==> config.mk <==
export PLATFORM = sky130hd
export DESIGN_NAME = rope_bitmap_anim
export DESIGN_NICKNAME = d
export VERILOG_FILES = /design/src/rtl/rope_bitmap_anim.sv
export SDC_FILE = /design/constraint.sdc
export NUM_CORES = 1
export LEC_CHECK = 0
export ABC_AREA = 1
export CAP_MARGIN = 10
export CORE_UTILIZATION = 40
export DETAILED_ROUTE_END_ITERATION = 6
export GPL_TIMING_DRIVEN = 1
export PLACE_DENSITY = 0.74
export SYNTH_ARGS = -nofsm -noshare
export SYNTH_HDL_FRONTEND = slang
export SYNTH_SLANG_ARGS = --single-unit
==> constraint.sdc <==
create_clock -name clk -period 3.8 [get_ports clk]
set_clock_uncertainty 0.2 [all_clocks]
set_input_delay 0.76 -clock clk [delete_from_list [all_inputs] [get_ports clk]]
set_output_delay 0.76 -clock clk [all_outputs]
set_load 0.02 [all_outputs]
==> src/rtl/rope_bitmap_anim.sv <==
// Animated rope texture: tile mask lookup with scroll, colour modes and flash.
// Two-stage pipeline from offsets to RGBout/drawingRequest.
module rope_bitmap_anim #(
    parameter int TILE_W = 7,
    parameter int TILE_H = 8,
    parameter int Y_SCALE_LOG2 = 1,
    parameter logic [TILE_H*TILE_W-1:0] PATTERN = {
        7'h0E, 7'h07, 7'h0E, 7'h1C,
        7'h38, 7'h70, 7'h38, 7'h1C
    },
    parameter int SCROLL_DIV = 4,
    parameter int FLASH_PERIOD = 8,
    parameter logic [7:0] FLASH_COLOR = 8'hB6
) (
    input  logic        clk,
    input  logic        resetN,
    input  logic [10:0] offsetX,
    input  logic [10:0] offsetY,
    input  logic        InsideRectangle,
    input  logic [1:0]  mode,
    input  logic        startOfFrame,
    input  logic        flashEn,
    output logic        drawingRequest,
    output logic [7:0]  RGBout
);

    localparam int RW = (TILE_H > 1) ? $clog2(TILE_H) : 1;
    localparam int CW = (TILE_W > 1) ? $clog2(TILE_W) : 1;
    localparam int FW = (SCROLL_DIV > 1) ? $clog2(SCROLL_DIV) : 1;
    localparam int PW = (FLASH_PERIOD > 1) ? $clog2(FLASH_PERIOD) : 1;
    localparam logic [FW-1:0] FRAME_LAST = FW'(SCROLL_DIV - 1);
    localparam logic [PW-1:0] FLASH_LAST = PW'(FLASH_PERIOD - 1);

    logic [1:0]         modeReg;
    logic [FW-1:0]      frameCnt;
    logic [RW-1:0]      phase;
    logic [PW-1:0]      flashCnt;
    logic               flashBit;
    logic               hit;
    logic [RW-1:0]      row;
    logic [(1<<CW)-1:0] row_bits;
    logic               in_x;
    logic               hit_d;
    logic [7:0]         pal;

    // Row bits padded to a power of two so the column index never overruns.
    always_comb begin
        row = RW'(offsetY >> Y_SCALE_LOG2) + phase;
        row_bits = '0;
        row_bits[TILE_W-1:0] = PATTERN[int'(row)*TILE_W +: TILE_W];
        in_x = offsetX < 11'(TILE_W);
        hit_d = InsideRectangle && in_x && row_bits[offsetX[CW-1:0]];
    end

    always_comb begin
        pal = 8'h1C;
        unique case (modeReg)
            2'd0: pal = 8'h1C;
            2'd1: pal = 8'hE0;
            2'd2: pal = 8'h03;
            2'd3: pal = 8'hFC;
        endcase
    end

    always_ff @(posedge clk or negedge resetN) begin
        if (!resetN) begin
            modeReg  <= '0;
            frameCnt <= '0;
            phase    <= '0;
        end else if (startOfFrame) begin
            modeReg <= mode;
            if (SCROLL_DIV != 0) begin
                if (frameCnt == FRAME_LAST) begin
                    frameCnt <= '0;
                    phase    <= phase + 1'b1;
                end else begin
                    frameCnt <= frameCnt + 1'b1;
                end
            end
        end
    end

    always_ff @(posedge clk or negedge resetN) begin
        if (!resetN) begin
            flashCnt <= '0;
            flashBit <= 1'b0;
        end else if (!flashEn) begin
            flashCnt <= '0;
            flashBit <= 1'b0;
        end else if (startOfFrame) begin
            if (flashCnt == FLASH_LAST) begin
                flashCnt <= '0;
                flashBit <= ~flashBit;
            end else begin
                flashCnt <= flashCnt + 1'b1;
            end
        end
    end

    always_ff @(posedge clk or negedge resetN) begin
        if (!resetN) begin
            hit    <= 1'b0;
            RGBout <= 8'hFF;
        end else begin
            hit <= hit_d;
            if (hit && flashBit)
                RGBout <= FLASH_COLOR;
            else if (hit)
                RGBout <= pal;
            else
                RGBout <= 8'hFF;
        end
    end

    assign drawingRequest = (RGBout != 8'hFF);

endmodule

### After elaboration in Yosys (flattened, before gate mapping)

Index checks and enable logic that the tools add are counted.

* register bits: 20
* input bits: 29
* output and inout bits: 9
* word-level logic and storage cells: 42

* add/subtract/negate cells: 4
* multipliers: 1
* $lt $le $gt $ge: 2
* equal/unequal tests: 8
* shifts and indexed selects: 1
* muxes and demuxes: 12
* bitwise operators: 1
* reductions and logical operators: 6

Operator list (count)
* $shiftx 56x7->7 const A: 1
* $pmux 8 s4: 1
* $mux 8: 2
* $lt 11x3->1 const B: 1
* $mux 3: 3
* $ne 8x8->1 const B: 1
* $add 3x1->3 const B: 2
* $eq 2x2->1 const B: 3
* $mul 3x3->6 const B: 1
* $lt 3x4->1 const B: 1
* $mux 1: 4
* $reduce_and 2->1: 2
* $add 3x3->3: 1
* $bmux 1 s3: 1
* $eq 3x3->1 const B: 1
* $logic_and 1x1->1: 3
* $add 2x1->2 const B: 1
* $eq 2x1->1 const B: 1
* $logic_not 2->1: 1
* $mux 2: 1
* $ne 2x1->1 const B: 1
* $ne 2x2->1 const B: 1
* $not 1->1: 1

### Depth between registers and ports, before layout

Gate-level depths: netlist (run 1).

* depth after elaboration: 6
* mapped depth: 10

### Least setup slack after synthesis (run 1)

Ideal clock, no wire load.

* path kind: input -> register
* start: input offsetY[1]
* end: register hit
* library setup time: 116 ps
* arrival: 1864 ps
* required time: 3484 ps
* setup slack: 1619 ps
* cell stages on the path: 9
* buffers on the path: 0
* path through: ha_1 fa_1 inv_1 nor2_1 nand2_1 o21ai_0 a21oi_2 nor2_1 nor2_2

* word-level cells in the longest chain between the ends: 6

Ends and longest elaborated chain
* start: declaration: line 18 `input logic [10:0] offsetY,`
* $add 3x3->3: line 48 `row = RW'(offsetY >> Y_SCALE_LOG2) + phase;`
* $mul 3x3->6: line 50 `row_bits[TILE_W-1:0] = PATTERN[int'(row)*TILE_W +: TILE_W];`
* $shiftx 56x7->7: line 50
* $bmux 1 s3: line 52 `hit_d = InsideRectangle && in_x && row_bits[offsetX[CW-1:0]];`
* $mux 1 (not written as such): line 52
* $logic_and 1x1->1: line 52
* via hit_d: line 43 `logic hit_d;`
* end signal: assignment: line 105 `hit <= hit_d;`
* end: declaration: line 39 `logic hit;`

The timed path passes the listed nets, and every way through them passes these cells. The select of a mux whose other input is x is not followed.
A chain may end at the register's enable or synchronous reset.

### Worst setup path after layout (run 1)

* start: register RGBout[5]
* end: output drawingRequest

* word-level cells in the longest chain between the ends: 1

Ends and longest elaborated chain
* start: declaration: line 24 `output logic [7:0] RGBout`
* start signal: assignment: line 109 `RGBout <= pal;`
* $ne 8x8->1: line 115 `assign drawingRequest = (RGBout != 8'hFF);`
* end: declaration: line 23 `output logic drawingRequest,`

No other way between the ends.

==> flow_metrics.tcl, run 1 <==
set metrics [dict create \
    areaGrowthSynthToFinish_pct 33.2 \
    tightestPinTransition_ns 0.741 \
    synth_area_um2 998 \
    worstPathRequired_ns 2.84 \
    cts_root_buffer "clkbuf_4" \
    cts_made_buffers 3 \
    rsz0062_at_grt "no" \
    wl_um 1720 \
    core_mm2 0.00228 \
    synth_area_per_cell_um2 8.91 \
    synth_seq_area_share 0.459 \
    fp.dieArea_mm2 0.00270 \
    path_cells "nand4_1 > nand3b_1 > clkdlybuf4s50_1" \
    postSynthCellCount 112 \
    reg2regPathDepth 10 \
    holdCritStartpoint "frameCnt[0]$_DFFE_PN0P_" \
    synth_top_area_cell "dfrtp_1" \
    clkTransAtPathRegs_ns 0.10 \
    synth_area_leaders "dfrtp_1, dfstp_2, ha_1, nand2_1, inv_1" \
    synth_commonest_cells "nand2_1, inv_1, dfrtp_1" \
    num-nets-final 181 \
    ys_types 24 \
    r2r-start "phase[0]$_DFFE_PN0P_" \
    grt_max_degree 19 \
    ir_drop_mv 0.292 \
    fmax_ghz 0.390 \
    drive_above_1_share 0.134 \
    min-delay-path-class "reg2reg" \
    yosysTopAreaCellShare 0.301 \
    whs_ns 0.283 \
    cts_setup_buffers 0 \
    setup_viol 0 \
    cp.arrival_ns 1.61 \
    drc 0 \
    portBuffers 29 \
    grt_pass1_wl_um 3240 \
    first_pass_iters 2 \
    ff2ff_setup_slack_ns 1.83 \
    grt_usage 0.167 \
    cts_resized 0 \
    rows 17 \
    startpoint "RGBout[5]$_DFF_PN1_" \
    cp-endpoint "drawingRequest" \
    r2r-end "hit$_DFF_PN0_" \
    final_max_slew_viol_count 0 \
    grt-ovfl-total 0 \
    grt_pass1_vias 799 \
    post-route-min-period_ns 2.57 \
    p_per_area_mw_per_mm2 399 \
    wl_per_cell_um 10.1 \
    cts.hold.buffers_added 0 \
    clock-sinks 18 \
    cp-end-kind "primary output" \
    postRouteAntennaNets 0 \
    ios 38 \
    cts_max_level 1 \
    die_x_um 52.0 \
    fin_crit_sh 0.675 \
    tns_ns 0 \
    dpl.hpwl_um 1450 \
    drt_iter0_drc 4 \
    hold_viol 0 \
    gp_congestion 0.798 \
    synth_seq_cells 18 \
    drt-vias-per-instance 4.72 \
    p_leak_nw 0.638 \
    fillers 188 \
    cap_violations 0 \
    yosysWarnings 0 \
    crit_type "reg2out" \
    start_kind "flip-flop" \
    antenna_found_initial 0 \
    synth-main-ff-cell "dfrtp_1" \
    ys_async_sr_fraction 1.00 \
    synth_edf_count 0 \
    insertion_delay_ns 0.29 \
    slowest_stage "dfstp_2" \
    yosysMostFrequentCell "nand2_1" \
    syn_nets 150 \
    cts_tree "done" \
    crit_path_max_fanout 3 \
    dieHeight_um 52.0 \
    crit_path_max_incr_delay_ns 0.54 \
    antenna_cells 0 \
    outcome "finished, final reports clean" \
    clockBufferDepth 2 \
    initial_core_util 0.439 \
    vias 803 \
    slew_headroom 0.504 \
]
-- layer usage --
metal / track usage / routed length (um)
met2: 0.306 / 954
met3: 0.0526 / 77
met4: 0.0541 / 22
met1: 0.177 / 668
met5: 0 / 0
-- report_power, final --
group          switching [W]  internal (W)  total (W)
Combinational       0.000103     0.0000858   0.000189
Sequential         0.0000255      0.000222   0.000247
Clock              0.0000538     0.0000408  0.0000946
Total               0.000182      0.000348   0.000530
-- sequential cells by signal, summed over array words and instances, names as in the netlist --
register,cells
RGBout,6
flashBit,1
flashCnt,3
frameCnt,2
hit,1
modeReg,2
phase,3
-- worst max-delay path, delay by kind of cell, from the launching register on --
kind          cells  cell delay (ns)
flops             1             0.54
buf+inv           1             0.53
simple gates      2             0.24
-- cell families (layout without fill, tap and decap cells) --
group                    count (synthesis)  after routing  share of synthesized area
XOR/XNOR                                 2              2                     0.0175
AO/OA/AOI/OAI                           13             13                     0.0689
buffers and inverters                   21             51                     0.0877
adder cells (fa/ha/maj)                  9              9                      0.120
AND/OR/NAND/NOR                         49             49                      0.247
flip-flops                              18             18                      0.459
-- stage by stage --
| stage | total power, W | worst slack, ns | cell area [um^2] | std cells | util |
|---|---|---|---|---|---|
| final | 0.000530 | 1.23 | 1330 | 170 | 0.584 |
| after detailed placement | 0.000440 | 1.09 | 1300 | 166 | 0.573 |
| after floorplan | 0.000381 | 1.62 | 998 | 112 | - |
| after global placement | 0.000425 | 1.12 | 1300 | 166 | 0.573 |
| after CTS | 0.000539 | 1.21 | 1330 | 170 | 0.584 |
| after global routing | 0.000586 | 1.13 | 1330 | 170 | 0.584 |
-- how the worst min path moves through the flow --
stage,to,slack [ns],cells past startpoint
finish,frameCnt[0]$_DFFE_PN0P_,0.28,1
global route,frameCnt[0]$_DFFE_PN0P_,0.32,1
CTS,frameCnt[0]$_DFFE_PN0P_,0.29,1
detailed placement,frameCnt[1]$_DFFE_PN0P_,0.27,2
global placement,frameCnt[0]$_DFFE_PN0P_,0.25,1
floorplan,RGBout[6]$_DFF_PN1_,0.24,1
-- cell usage in the layout (no fill, tap or decap), types with 2 or more instances in the layout --
cell and n:
clkdlybuf4s50_1 29, nand2_1 25, inv_1 17, dfrtp_1 12, o21ai_0 9, ha_1 8, dfstp_2 6, nor2_1 6
nand3_1 4, nand2_2 4, a21oi_1 3, clkbuf_4 3, nand4_1 2, nand3_2 2, nor3_1 2
-- layout make-up --
cell class / instances / area [um^2] / area share
flip-flops and latches: 18 / 458 / 0.344
multi-input cells: 73 / 453 / 0.341
repair buffers: 29 / 290 / 0.218
inverters: 18 / 67.6 / 0.0508
well taps: 28 / 35.0 / 0.0263
clock buffers: 4 / 26.3 / 0.0198
No activity file was read; power rests on OpenSTA's default activity.
==> inputs of run 2 (changes only) <==
==> constraint.sdc (replaced) <==
create_clock -name clk -period 2.45 [get_ports clk]
set_clock_uncertainty 0.2 [all_clocks]
set_input_delay 0.49 -clock clk [delete_from_list [all_inputs] [get_ports clk]]
set_output_delay 0.49 -clock clk [all_outputs]
set_load 0.02 [all_outputs]
==> run 2 against run 1 <==
Effect of this change:
- combinational power rose by 52%
- total power up 52%
- design area rose by 0.85%
- setup slack lost 1.1 ns
- clock power grew 42%
- via count grew 0.12%
- cell count rose by 0.59%
- sequential share of layout area shrank 0.29 points
- critical path depth is the same
- largest cell class unchanged
- routed wire length increased by 0.87%
==> flow_metrics.tcl, run 2 (same netlist as run 1, synthesis figures left out) <==
set metrics [dict create \
    outcome "finished, final reports clean" \
    path_cells "nand4_1 > nand3b_1 > clkdlybuf4s50_1" \
    grt_pass1_vias 821 \
    cts_resized 0 \
    setup_slack_ns 0.162 \
    antenna_cells 0 \
    cts.hold.buffers_added 0 \
    ios 38 \
    clkTransAtPathRegs_ns 0.09 \
    layout_commonest_cell "clkdlybuf4s50_1" \
    cts_root_buffer "clkbuf_4" \
    p_per_area_mw_per_mm2 601 \
    cp.arrival_ns 1.60 \
    final_cell_mix "clkdlybuf4s50_1, nand2_1, inv_1, dfrtp_1, o21ai_0" \
    tns_ns 0 \
    pwr-share-comb 0.358 \
    critPathBufInv 1 \
    antenna_found_initial 0 \
    clockBufferDepth 2 \
    ir_drop_mv 0.304 \
    p_leak_nw 0.647 \
    crit_path_max_fanout 3 \
    num-nets-final 183 \
    wl_per_cell_um 10.2 \
    drive_above_1_share 0.147 \
    fillers 210 \
    top_register "RGBout" \
    grt_usage 0.158 \
    intPower_w 0.000533 \
    reg.largest.list "RGBout: 6 flops, flashCnt: 3 flops, phase: 3 flops" \
    die_x_um 52.0 \
    largest_reg_flops 6 \
    cp-end-kind "primary output" \
    core_mm2 0.00228 \
    final_max_slew_viol_count 0 \
    cp_top_family "flip-flops" \
    drt_iter0_drc 10 \
    min-delay-path-class "reg2reg" \
    startpoint "RGBout[5]$_DFF_PN1_" \
    p_sw_w 0.000272 \
    cts_made_buffers 3 \
    grt_pass1_wl_um 3170 \
    setup_viol 0 \
    tightestPinTransition_ns 0.328 \
    reg2regPathDepth 10 \
    cts_max_level 1 \
    cap_violations 0 \
    cts_setup_buffers 0 \
    slew_headroom 0.781 \
    cp-endpoint "drawingRequest" \
    cp.depth 3 \
    grt-ovfl-total 0 \
    areaGrowthSynthToFinish_pct 34.3 \
    hold_viol 0 \
    rows 17 \
    ff2ff_setup_slack_ns 0.50 \
    drc 0 \
    clock-sinks 18 \
    r2r-start "phase[0]$_DFFE_PN0P_" \
    worstPathRequired_ns 1.76 \
    initial_core_util 0.439 \
    fin_crit_sh 0.934 \
    vias 804 \
    slowest_stage "dfstp_2" \
    rsz0062_at_grt "no" \
    gp_congestion 0.796 \
    crit_type "reg2out" \
    p_sw_frac 0.338 \
    wl_um 1740 \
    fmax_ghz 0.437 \
    first_pass_iters 2 \
    cts_tree "done" \
    postRouteAntennaNets 0 \
    r2r-end "hit$_DFF_PN0_" \
    dpl.hpwl_um 1470 \
    crit_path_max_incr_delay_ns 0.55 \
    place_ws_ns 0.0110 \
    fp.dieArea_mm2 0.00270 \
    portBuffers 29 \
    insertion_delay_ns 0.28 \
    post-route-min-period_ns 2.29 \
    pwr-share-seq 0.475 \
    grt_max_degree 19 \
    dieHeight_um 52.0 \
    start_kind "flip-flop" \
    holdCritStartpoint "frameCnt[1]$_DFFE_PN0P_" \
    fin_util 0.589 \
    p_clk_frac 0.167 \
    drt-vias-per-instance 4.70 \
]
## run 2: changes by cell type in the layout (fill, tap and decap cells not counted), sizes merged
| cell | delta |
|---|---|
| buf | +2 |
| clkbuf | -1 |
## run 2: tightest hold or removal path, stage by stage, from the launching register on
cell and delay [ns]:
dfrtp_1 0.35, nand2_1 0.06, nand2_1 0.05
## run 2: metrics by stage
stage          power [W]  cell area [um^2]  instances  hold WS, ns
5_1_grt         0.000886              1340        171        0.305
4_1_cts         0.000814              1340        171        0.292
3_5_place_dp    0.000678              1320        168        0.272
6_report        0.000805              1340        171        0.286
3_3_place_gp    0.000663              1320        168        0.256
2_1_floorplan   0.000592               998        112     -0.00559
## run 2: final cells by class
cell class              count  area [um^2]  share of cell area
clock buffers               3         22.5              0.0168
flip-flops and latches     18          458               0.341
repair buffers             31          305               0.228
well taps                  28         35.0              0.0261
inverters                  18         67.6              0.0504
multi-input cells          73          453               0.338
## run 2: layer usage
metal / GRT usage / part of all wire / vias to the layer above
met5: 0 / 0 / -
met1: 0.173 / 0.41 / 364
met2: 0.291 / 0.54 / 24
li1: - / - / 414
met3: 0.0205 / 0.032 / 2
met4: 0.0856 / 0.016 / 0
## run 2: how the worst min path moves through the flow
stage | to | slack [ns] | cells after the start
final | frameCnt[1]$_DFFE_PN0P_ | 0.29 | 2
after global placement | frameCnt[0]$_DFFE_PN0P_ | 0.26 | 1
after detailed placement | frameCnt[1]$_DFFE_PN0P_ | 0.27 | 2
after global routing | frameCnt[0]$_DFFE_PN0P_ | 0.31 | 1
after CTS | frameCnt[1]$_DFFE_PN0P_ | 0.29 | 2
after floorplan | flashBit$_DFFE_PN0P_ | -0.006 | 0
## run 2: power by group through the flow
stage	registers, W	logic [W]	clock network [W]
2_1_floorplan	0.000380	0.000211	0
3_3_place_gp	0.000387	0.000276	0
3_5_place_dp	0.000389	0.000288	0
4_1_cts	0.000384	0.000292	0.000139
5_1_grt	0.000389	0.000344	0.000154
6_report	0.000383	0.000288	0.000134
